[src/rtl/ibex_acc_x_responder_if.sv]
// ibex_acc_x_responder_if
//
// Bundles the X offload channels between the core's dispatcher and an accelerator responder.
//   q_*  request channel  : core -> accelerator (instruction, operands, operand/rd status),
//                           q_ready back from the accelerator
//   k_*  decision channel : accelerator -> core, combinational from q_instr
//   p_*  response channel : accelerator -> core (data, dual writeback, error),
//                           p_ready back from the core
//
// The master modport is the core side, the slave modport is the accelerator side.

interface ibex_acc_x_responder_if;

    // Request channel
    logic             q_valid;
    logic [31:0]      q_instr;
    logic [31:0]      q_rs1;
    logic [31:0]      q_rs2;
    logic [31:0]      q_rs3;
    logic [2:0]       q_rs_valid;   // bit n covers rs(n+1)
    logic [1:0]       q_rd_clean;   // bit0: rd free, bit1: rd+1 free
    logic             q_ready;

    // Decision channel
    logic             k_accept;
    logic [1:0]       k_writeback;  // bit0: writes rd, bit1: writes rd+1

    // Response channel
    logic             p_valid;
    logic [1:0][31:0] p_data;       // [0] rd data, [1] rd+1 data
    logic             p_dualwb;
    logic             p_error;
    logic             p_ready;

    modport master (
        output q_valid,
        output q_instr,
        output q_rs1,
        output q_rs2,
        output q_rs3,
        output q_rs_valid,
        output q_rd_clean,
        input  q_ready,
        input  k_accept,
        input  k_writeback,
        input  p_valid,
        input  p_data,
        input  p_dualwb,
        input  p_error,
        output p_ready
    );

    modport slave (
        input  q_valid,
        input  q_instr,
        input  q_rs1,
        input  q_rs2,
        input  q_rs3,
        input  q_rs_valid,
        input  q_rd_clean,
        output q_ready,
        output k_accept,
        output k_writeback,
        output p_valid,
        output p_data,
        output p_dualwb,
        output p_error,
        input  p_ready
    );

endinterface

[src/rtl/ibex_acc_x_responder.sv]
// ibex_acc_x_responder
//
// Accelerator-side endpoint of the X offload interface. Decodes the custom-0 instruction set
// (ADD3, MULW, POPCNT), executes one instruction at a time and returns the result on the
// response channel.
//
// Parameters:
//   XInterfaceTernaryOps    - ADD3 (needs rs3) is accepted only when set
//   XInterfaceDualWriteback - MULW may write rd and rd+1 only when set
//
// Ports:
//   clk_i  - clock
//   rst_i  - synchronous, active-high reset; drops any instruction in flight
//   acc_x  - X interface, slave side (request, decision and response channels)
//
// ADD3 and POPCNT finish in the handshake cycle and respond in the next cycle. MULW runs a
// 32-iteration shift-add multiplier and responds 33 cycles after the handshake.

module ibex_acc_x_responder #(
    parameter bit XInterfaceTernaryOps    = 1'b0,
    parameter bit XInterfaceDualWriteback = 1'b0
) (
    input  logic                 clk_i,
    input  logic                 rst_i,
    ibex_acc_x_responder_if.slave acc_x
);

    localparam logic [6:0] OpcodeCustom0 = 7'b0001011;
    localparam logic [2:0] Funct3Add3    = 3'b000;
    localparam logic [2:0] Funct3Mulw    = 3'b001;
    localparam logic [2:0] Funct3Popcnt  = 3'b010;

    typedef enum logic [1:0] {
        StIdle,
        StBusy,
        StResp
    } state_e;

    // ------------------------------------------------------------------------
    // Helpers
    // ------------------------------------------------------------------------
    function automatic logic [31:0] popcount32(input logic [31:0] value);
        logic [31:0] count;
        count = '0;
        for (int i = 0; i < 32; i++) begin
            count = count + {31'b0, value[i]};
        end
        return count;
    endfunction

    // ------------------------------------------------------------------------
    // State
    // ------------------------------------------------------------------------
    state_e           state_q, state_d;
    logic [4:0]       cnt_q, cnt_d;
    logic [63:0]      mul_acc_q, mul_acc_d;
    logic [63:0]      mul_mcand_q, mul_mcand_d;
    logic [31:0]      mul_mplier_q, mul_mplier_d;
    logic             rd_zero_q, rd_zero_d;
    logic             dual_q, dual_d;
    logic [1:0][31:0] p_data_q, p_data_d;
    logic             p_dualwb_q, p_dualwb_d;
    logic             p_error_q, p_error_d;

    // ------------------------------------------------------------------------
    // Decode (purely combinational from the instruction word)
    // ------------------------------------------------------------------------
    logic [6:0]  opcode;
    logic [2:0]  funct3;
    logic [4:0]  rd;
    logic        is_custom0;
    logic        is_add3;
    logic        is_mulw;
    logic        is_popcnt;
    logic        accept;
    logic        rd_nonzero;
    logic        dual_wb;
    logic [1:0]  writeback;
    logic [2:0]  rs_required;
    logic        operands_ok;
    logic        rd_clean_ok;
    logic        q_ready;
    logic        handshake;
    logic        unused_instr;

    assign opcode     = acc_x.q_instr[6:0];
    assign rd         = acc_x.q_instr[11:7];
    assign funct3     = acc_x.q_instr[14:12];
    assign unused_instr = ^acc_x.q_instr[31:15];

    assign is_custom0 = (opcode == OpcodeCustom0);
    assign is_add3    = is_custom0 && (funct3 == Funct3Add3) && XInterfaceTernaryOps;
    assign is_mulw    = is_custom0 && (funct3 == Funct3Mulw);
    assign is_popcnt  = is_custom0 && (funct3 == Funct3Popcnt);
    assign accept     = is_add3 || is_mulw || is_popcnt;
    assign rd_nonzero = (rd != 5'd0);

    // rd==0 still executes but never claims a register, so the rd+1 write is suppressed too.
    assign dual_wb    = is_mulw && XInterfaceDualWriteback && !rd[0] && rd_nonzero;
    assign writeback  = {dual_wb, accept && rd_nonzero};

    // Every accepted op needs rs1; MULW and ADD3 need rs2; only ADD3 needs rs3.
    assign rs_required = {is_add3, is_add3 || is_mulw, accept};
    assign operands_ok = &(~rs_required | acc_x.q_rs_valid);
    assign rd_clean_ok = &(~writeback | acc_x.q_rd_clean);

    // Unaccepted instructions are swallowed immediately so the dispatcher never stalls on them.
    assign q_ready   = !rst_i && (state_q == StIdle) &&
                       (!accept || (operands_ok && rd_clean_ok));
    assign handshake = acc_x.q_valid && q_ready;

    // ------------------------------------------------------------------------
    // Single-cycle datapaths
    // ------------------------------------------------------------------------
    logic [33:0] add3_sum;
    logic [31:0] popcnt_res;

    assign add3_sum   = {2'b00, acc_x.q_rs1} + {2'b00, acc_x.q_rs2} + {2'b00, acc_x.q_rs3};
    assign popcnt_res = popcount32(acc_x.q_rs1);

    // One shift-add iteration: add the shifted multiplicand when the current multiplier LSB is set.
    logic [63:0] mul_acc_step;
    assign mul_acc_step = mul_mplier_q[0] ? (mul_acc_q + mul_mcand_q) : mul_acc_q;

    // ------------------------------------------------------------------------
    // Next-state logic
    // ------------------------------------------------------------------------
    always_comb begin
        state_d      = state_q;
        cnt_d        = cnt_q;
        mul_acc_d    = mul_acc_q;
        mul_mcand_d  = mul_mcand_q;
        mul_mplier_d = mul_mplier_q;
        rd_zero_d    = rd_zero_q;
        dual_d       = dual_q;
        p_data_d     = p_data_q;
        p_dualwb_d   = p_dualwb_q;
        p_error_d    = p_error_q;

        unique case (state_q)
            StIdle: begin
                if (handshake && is_mulw) begin
                    state_d      = StBusy;
                    cnt_d        = 5'd0;
                    mul_acc_d    = 64'd0;
                    mul_mcand_d  = {32'd0, acc_x.q_rs1};
                    mul_mplier_d = acc_x.q_rs2;
                    rd_zero_d    = !rd_nonzero;
                    dual_d       = dual_wb;
                end else if (handshake && accept) begin
                    // ADD3/POPCNT complete here; the response registers carry the result.
                    state_d     = StResp;
                    p_data_d[0] = !rd_nonzero ? 32'd0 :
                                  (is_add3 ? add3_sum[31:0] : popcnt_res);
                    p_data_d[1] = 32'd0;
                    p_dualwb_d  = 1'b0;
                    p_error_d   = is_add3 && (add3_sum[33:32] != 2'b00);
                end
            end

            StBusy: begin
                mul_acc_d    = mul_acc_step;
                mul_mcand_d  = {mul_mcand_q[62:0], 1'b0};
                mul_mplier_d = {1'b0, mul_mplier_q[31:1]};
                cnt_d        = cnt_q + 5'd1;
                if (cnt_q == 5'd31) begin
                    // Last iteration: capture the final product straight into the response.
                    state_d     = StResp;
                    cnt_d       = 5'd0;
                    p_data_d[0] = rd_zero_q ? 32'd0 : mul_acc_step[31:0];
                    p_data_d[1] = dual_q ? mul_acc_step[63:32] : 32'd0;
                    p_dualwb_d  = dual_q;
                    p_error_d   = 1'b0;
                end
            end

            StResp: begin
                if (acc_x.p_ready) begin
                    state_d = StIdle;
                end
            end

            default: begin
                state_d = StIdle;
            end
        endcase
    end

    // ------------------------------------------------------------------------
    // State registers
    // ------------------------------------------------------------------------
    always_ff @(posedge clk_i) begin
        if (rst_i) begin
            state_q      <= StIdle;
            cnt_q        <= 5'd0;
            mul_acc_q    <= 64'd0;
            mul_mcand_q  <= 64'd0;
            mul_mplier_q <= 32'd0;
            rd_zero_q    <= 1'b0;
            dual_q       <= 1'b0;
            p_data_q     <= '0;
            p_dualwb_q   <= 1'b0;
            p_error_q    <= 1'b0;
        end else begin
            state_q      <= state_d;
            cnt_q        <= cnt_d;
            mul_acc_q    <= mul_acc_d;
            mul_mcand_q  <= mul_mcand_d;
            mul_mplier_q <= mul_mplier_d;
            rd_zero_q    <= rd_zero_d;
            dual_q       <= dual_d;
            p_data_q     <= p_data_d;
            p_dualwb_q   <= p_dualwb_d;
            p_error_q    <= p_error_d;
        end
    end

    // ------------------------------------------------------------------------
    // Outputs
    // ------------------------------------------------------------------------
    assign acc_x.q_ready     = q_ready;
    assign acc_x.k_accept    = accept;
    assign acc_x.k_writeback = writeback;
    assign acc_x.p_valid     = (state_q == StResp);
    assign acc_x.p_data      = p_data_q;
    assign acc_x.p_dualwb    = p_dualwb_q;
    assign acc_x.p_error     = p_error_q;

endmodule

[src/flat_wrapper.sv]
// flat-port wrapper written by rule: the top's interface ports become plain ports
module ibex_acc_x_responder_flat 
#(
    parameter bit XInterfaceTernaryOps    = 1'b0,
    parameter bit XInterfaceDualWriteback = 1'b0
)
  (clk_i, rst_i, acc_x_q_valid, acc_x_q_instr, acc_x_q_rs1, acc_x_q_rs2, acc_x_q_rs3, acc_x_q_rs_valid, acc_x_q_rd_clean, acc_x_q_ready, acc_x_k_accept, acc_x_k_writeback, acc_x_p_valid, acc_x_p_data, acc_x_p_dualwb, acc_x_p_error, acc_x_p_ready);
  ibex_acc_x_responder_if acc_x_i ();
  input  logic clk_i;
  input  logic rst_i;
  input wire logic [$bits(acc_x_i.q_valid)-1:0] acc_x_q_valid;
  input wire logic [$bits(acc_x_i.q_instr)-1:0] acc_x_q_instr;
  input wire logic [$bits(acc_x_i.q_rs1)-1:0] acc_x_q_rs1;
  input wire logic [$bits(acc_x_i.q_rs2)-1:0] acc_x_q_rs2;
  input wire logic [$bits(acc_x_i.q_rs3)-1:0] acc_x_q_rs3;
  input wire logic [$bits(acc_x_i.q_rs_valid)-1:0] acc_x_q_rs_valid;
  input wire logic [$bits(acc_x_i.q_rd_clean)-1:0] acc_x_q_rd_clean;
  output wire logic [$bits(acc_x_i.q_ready)-1:0] acc_x_q_ready;
  output wire logic [$bits(acc_x_i.k_accept)-1:0] acc_x_k_accept;
  output wire logic [$bits(acc_x_i.k_writeback)-1:0] acc_x_k_writeback;
  output wire logic [$bits(acc_x_i.p_valid)-1:0] acc_x_p_valid;
  output wire logic [$bits(acc_x_i.p_data)-1:0] acc_x_p_data;
  output wire logic [$bits(acc_x_i.p_dualwb)-1:0] acc_x_p_dualwb;
  output wire logic [$bits(acc_x_i.p_error)-1:0] acc_x_p_error;
  input wire logic [$bits(acc_x_i.p_ready)-1:0] acc_x_p_ready;
  assign acc_x_i.q_valid = acc_x_q_valid;
  assign acc_x_i.q_instr = acc_x_q_instr;
  assign acc_x_i.q_rs1 = acc_x_q_rs1;
  assign acc_x_i.q_rs2 = acc_x_q_rs2;
  assign acc_x_i.q_rs3 = acc_x_q_rs3;
  assign acc_x_i.q_rs_valid = acc_x_q_rs_valid;
  assign acc_x_i.q_rd_clean = acc_x_q_rd_clean;
  assign acc_x_q_ready = acc_x_i.q_ready;
  assign acc_x_k_accept = acc_x_i.k_accept;
  assign acc_x_k_writeback = acc_x_i.k_writeback;
  assign acc_x_p_valid = acc_x_i.p_valid;
  assign acc_x_p_data = acc_x_i.p_data;
  assign acc_x_p_dualwb = acc_x_i.p_dualwb;
  assign acc_x_p_error = acc_x_i.p_error;
  assign acc_x_i.p_ready = acc_x_p_ready;
  ibex_acc_x_responder #(.XInterfaceTernaryOps(XInterfaceTernaryOps), .XInterfaceDualWriteback(XInterfaceDualWriteback)) u_core (.clk_i(clk_i), .rst_i(rst_i), .acc_x(acc_x_i));
endmodule
[config.mk]
export PLATFORM = sky130hd
export DESIGN_NAME = ibex_acc_x_responder_flat
export DESIGN_NICKNAME = d
export VERILOG_FILES = /design/src/rtl/ibex_acc_x_responder_if.sv /design/src/rtl/ibex_acc_x_responder.sv /design/src/flat_wrapper.sv
export SDC_FILE = /design/constraint.sdc
export NUM_CORES = 1
export LEC_CHECK = 0
export BUFFER_PORTS_ARGS = -buffer_cell sky130_fd_sc_hd__buf_2
export CAP_MARGIN = 15
export CELL_PAD_IN_SITES_DETAIL_PLACEMENT = 1
export CELL_PAD_IN_SITES_GLOBAL_PLACEMENT = 1
export CORE_MARGIN = 8
export CORE_UTILIZATION = 39
export DETAILED_ROUTE_END_ITERATION = 12
export PLACE_DENSITY = 0.79
export SLEW_MARGIN = 5
export SYNTH_ARGS = -nofsm -noshare
export SYNTH_HDL_FRONTEND = slang
export SYNTH_SLANG_ARGS = --single-unit
[constraint.sdc]
create_clock -name clk_i -period 5.96 [get_ports clk_i]
set_input_delay 0.298 -clock clk_i [delete_from_list [all_inputs] [get_ports clk_i]]
set_output_delay 0.298 -clock clk_i [all_outputs]
set_load 0.02 [all_outputs]
==> flow_summary.ini <==
[cts]
cts_tree = built
cts_setup_buffers = 0
clock-sinks = 136
clk_latency_ns = 0.44
htree_levels = 4
cts_hold_buf = 0
clock_path_buffers = 2
cts.clk_slew.worst_paths_ns = 0.06
clockRootBuffer = clkbuf_16
cts_buffers = 17
cts_resized = 0

[power]
p_clk_frac = 0.373
p_total_w = 0.00284
p_per_area_mw_per_mm2 = 296
ir_drop_uv = 204
intPower_w = 0.00194
power.share.sequential = 0.321
switching_share = 0.316
p_sw_w = 0.000897
power_frac_comb = 0.306
p_leak_nw = 4.19

[logic_synthesis]
yosys.area.top_type = dfxtp_1
syn_area_per_cell_um2 = 7.96
async_reset_ff_frac = 0
yosysMostFrequentCell = nand2_1
synthMuxAreaShare = 0.0220
yosys.area_share.adder = 0.121
netlist_area_mm2 = 0.00835
synth_area_leaders = dfxtp_1 (33%), nand2_1 (7.7%), a311oi_1 (6.5%)
netlist.area_leader.share = 0.326
yosys.area_share.xor_xnor = 0.0346
ys_seq_area_frac = 0.326
synth_common_cells = nand2_1 (171), dfxtp_1 (136), nor2_1 (129), a311oi_1 (62), inv_1 (61)
synth_compound_area_frac = 0.206
synth-simple-area-share = 0.199
ys_warn_count = 0
synth_edf_count = 0
yosysUniqueCellTypes = 61
ys_ff_latch = 136
postSynthCellCount = 1050
synth_top_flop_cell = dfxtp_1
synth_top_family_by_area = compound AO/OA/AOI/OAI gates

[worst_hold_path]
min_path_type = input pin to flip-flop
worstHoldStart = acc_x_q_rs2[31]
hold_end = u_core.mul_mplier_q[31]$_SDFFE_PP0P_
hold_depth = 3

[sta]
fin_crit_ns = 5.08
slew_headroom = 0.343
rsz0062_at_grt = false
fmax_mhz = 197
setup_viol = 0
finalMaxSlewViolations = 0
tightest_slew_ns = 0.985
finalCritPeriodShare = 0.852
finalHoldViolCount = 0
fin_setup_tns_ns = 0
skew_ns = 0.0134

[routing]
drcViolationCount = 0
num_vias = 7716
avgViaCountPerCell = 5.42
drt_iter0_drc = 392
routed_wirelength_um = 26300
avgRoutedWirePerCell_um = 18.5
firstDrtPassIters = 5
antenna_left = 0

[global_routing]
grt_pass1_wl_um = 42300
grt.overflow.total = 0
grt_pass1_vias = 8107
grt_max_degree = 101
antenna_found_initial = 0
grt.total_usage = 0.200

[finish]
areaGrowthSynthToFinish_pct = 14.6
n_antenna_cell = 0
fin_nets = 1338
drive_above_1_share = 0.149
fin_area_mm2 = 0.00957

[worst_setup_path]
cp_data_arrival_time_ns = 5.36
critPathKind = input pin to flip-flop
reg2reg_setup_slack_ns = 2.58
worst_r2r_path_depth = 11
cp_max_fo = 2
r2r_start = u_core.mul_mcand_q[0]$_SDFFE_PP0P_
crit-reg2reg-capture = u_core.mul_acc_q[30]$_SDFFE_PP0P_
critical_path_required_ns = 6.24
cp-end-kind = flip-flop
cp-startpoint = acc_x_q_rs1[0]
critPathLaunchType = input pin

[floorplanning]
start_util = 0.397
fp.coreArea_mm2 = 0.0210
die_w_um = 162
dieArea_mm2 = 0.0264
rows = 53
die_y_um = 162
io_pins = 208

[place]
hpwl_um = 18800
portBuffers = 121
gp_congestion = 0.887
place_area_mm2 = 0.00899

[status]
status = finished clean

[job]
drv_cap = 0
sequential cells by signal, summed over array words and instances (netlist names):
| signal | count |
|---|---|
| u_core.mul_mplier_q | 32 |
| u_core.mul_acc_q | 32 |
| u_core.cnt_q | 5 |
| u_core.acc_x.p_data | 32 |
| u_core.mul_mcand_q | 32 |
| u_core.state_q | 2 |
| u_core.rd_zero_q | 1 |
layer usage:
metal / part of all wire / routed length [um] / vias to the layer above / GRT usage
li1: - / - / 3753 / -
met2: 0.51 / 13500 / 169 / 0.355
met1: 0.43 / 11200 / 3758 / 0.236
met4: 0.023 / 596 / 0 / 0.0661
met5: 0 / 0 / - / 0
met3: 0.039 / 1020 / 36 / 0.0425
cell families (layout without fill, tap and decap cells):
| logic type | Yosys count | after routing |
|---|---|---|
| flip-flops | 136 | 136 |
| AO/OA/AOI/OAI | 247 | 247 |
| other | 1 | 35 |
| AND/OR/NAND/NOR | 389 | 389 |
| XOR/XNOR | 33 | 33 |
| multiplexers | 18 | 18 |
| adder cells (fa/ha/maj) | 66 | 66 |
| buffers and inverters | 160 | 224 |
power by group through the flow:
stage / Sequential, W / Combinational [W] / Clock (W)
6_report: 0.000910 / 0.000869 / 0.00106
5_1_grt: 0.000909 / 0.00102 / 0.00112
4_1_cts: 0.000909 / 0.000888 / 0.00107
2_1_floorplan: 0.000930 / 0.000636 / 0
3_3_place_gp: 0.000930 / 0.000853 / 0
3_5_place_dp: 0.000930 / 0.000873 / 0
area by class of cell:
class,instances,area [um2]
tap,275,344
inverter,62,233
multi-input combinational,788,5010
clock buffer,21,460
sequential,136,2720
fill,2593,11500
timing repair buffer,130,676
clock inverter,11,124
worst max path at each step:
stage | to | depth (start not counted) | slack [ns]
final | u_core.acc_x.p_data[4]$_SDFFE_PP0P_ | 17 | 0.88
after detailed placement | u_core.acc_x.p_data[4]$_SDFFE_PP0P_ | 17 | 0.42
after global placement | u_core.acc_x.p_data[4]$_SDFFE_PP0P_ | 17 | 0.50
after CTS | u_core.acc_x.p_data[4]$_SDFFE_PP0P_ | 17 | 0.85
after global routing | u_core.acc_x.p_data[3]$_SDFFE_PP0P_ | 21 | 0.66
after floorplan | u_core.acc_x.p_data[4]$_SDFFE_PP0P_ | 16 | 0.91
through the flow:
step | hold slack [ns] | setup WS [ns] | instances | util
final | 0.108 | 0.880 | 1423 | 0.455
after global routing | 0.119 | 0.662 | 1423 | 0.455
after CTS | 0.0988 | 0.851 | 1423 | 0.455
after detailed placement | 0.447 | 0.417 | 1391 | 0.427
after global placement | 0.431 | 0.502 | 1391 | 0.427
after floorplan | 0.434 | 0.912 | 1084 | -
cells in the final DEF (no fill, tap or decap), types with 3 or more instances in the layout:
cell,count
a211oi_1,6
a21o_1,13
a21oi_1,59
a22oi_1,16
a311oi_1,62
a31oi_1,11
a32oi_1,4
and2_1,6
and3_1,4
buf_2,120
buf_4,10
clkbuf_16,17
clkinv_2,3
clkinv_4,3
clkinvlp_4,3
conb_1,35
dfxtp_1,136
fa_1,25
ha_1,41
inv_1,60
mux2_2,3
mux2i_1,15
nand2_1,171
nand2b_1,5
nand3_1,27
nand3b_1,5
nand4_1,9
nor2_1,129
nor2b_1,10
nor3_1,11
o21a_1,7
o21ai_0,38
o21bai_1,3
o31ai_1,5
o32a_1,3
xnor2_1,14
xor2_1,19
worst max-delay path: stages:
cell,delay (ns)
buf_2,0.11
ha_1,0.28
inv_1,0.07
fa_1,0.46
fa_1,0.55
fa_1,0.44
fa_1,0.51
fa_1,0.57
fa_1,0.45
fa_1,0.42
fa_1,0.42
inv_1,0.08
a21o_1,0.11
a21oi_1,0.07
xnor2_1,0.13
a221oi_1,0.29
nor3_1,0.08
Power figures use the tool's default switching activity.
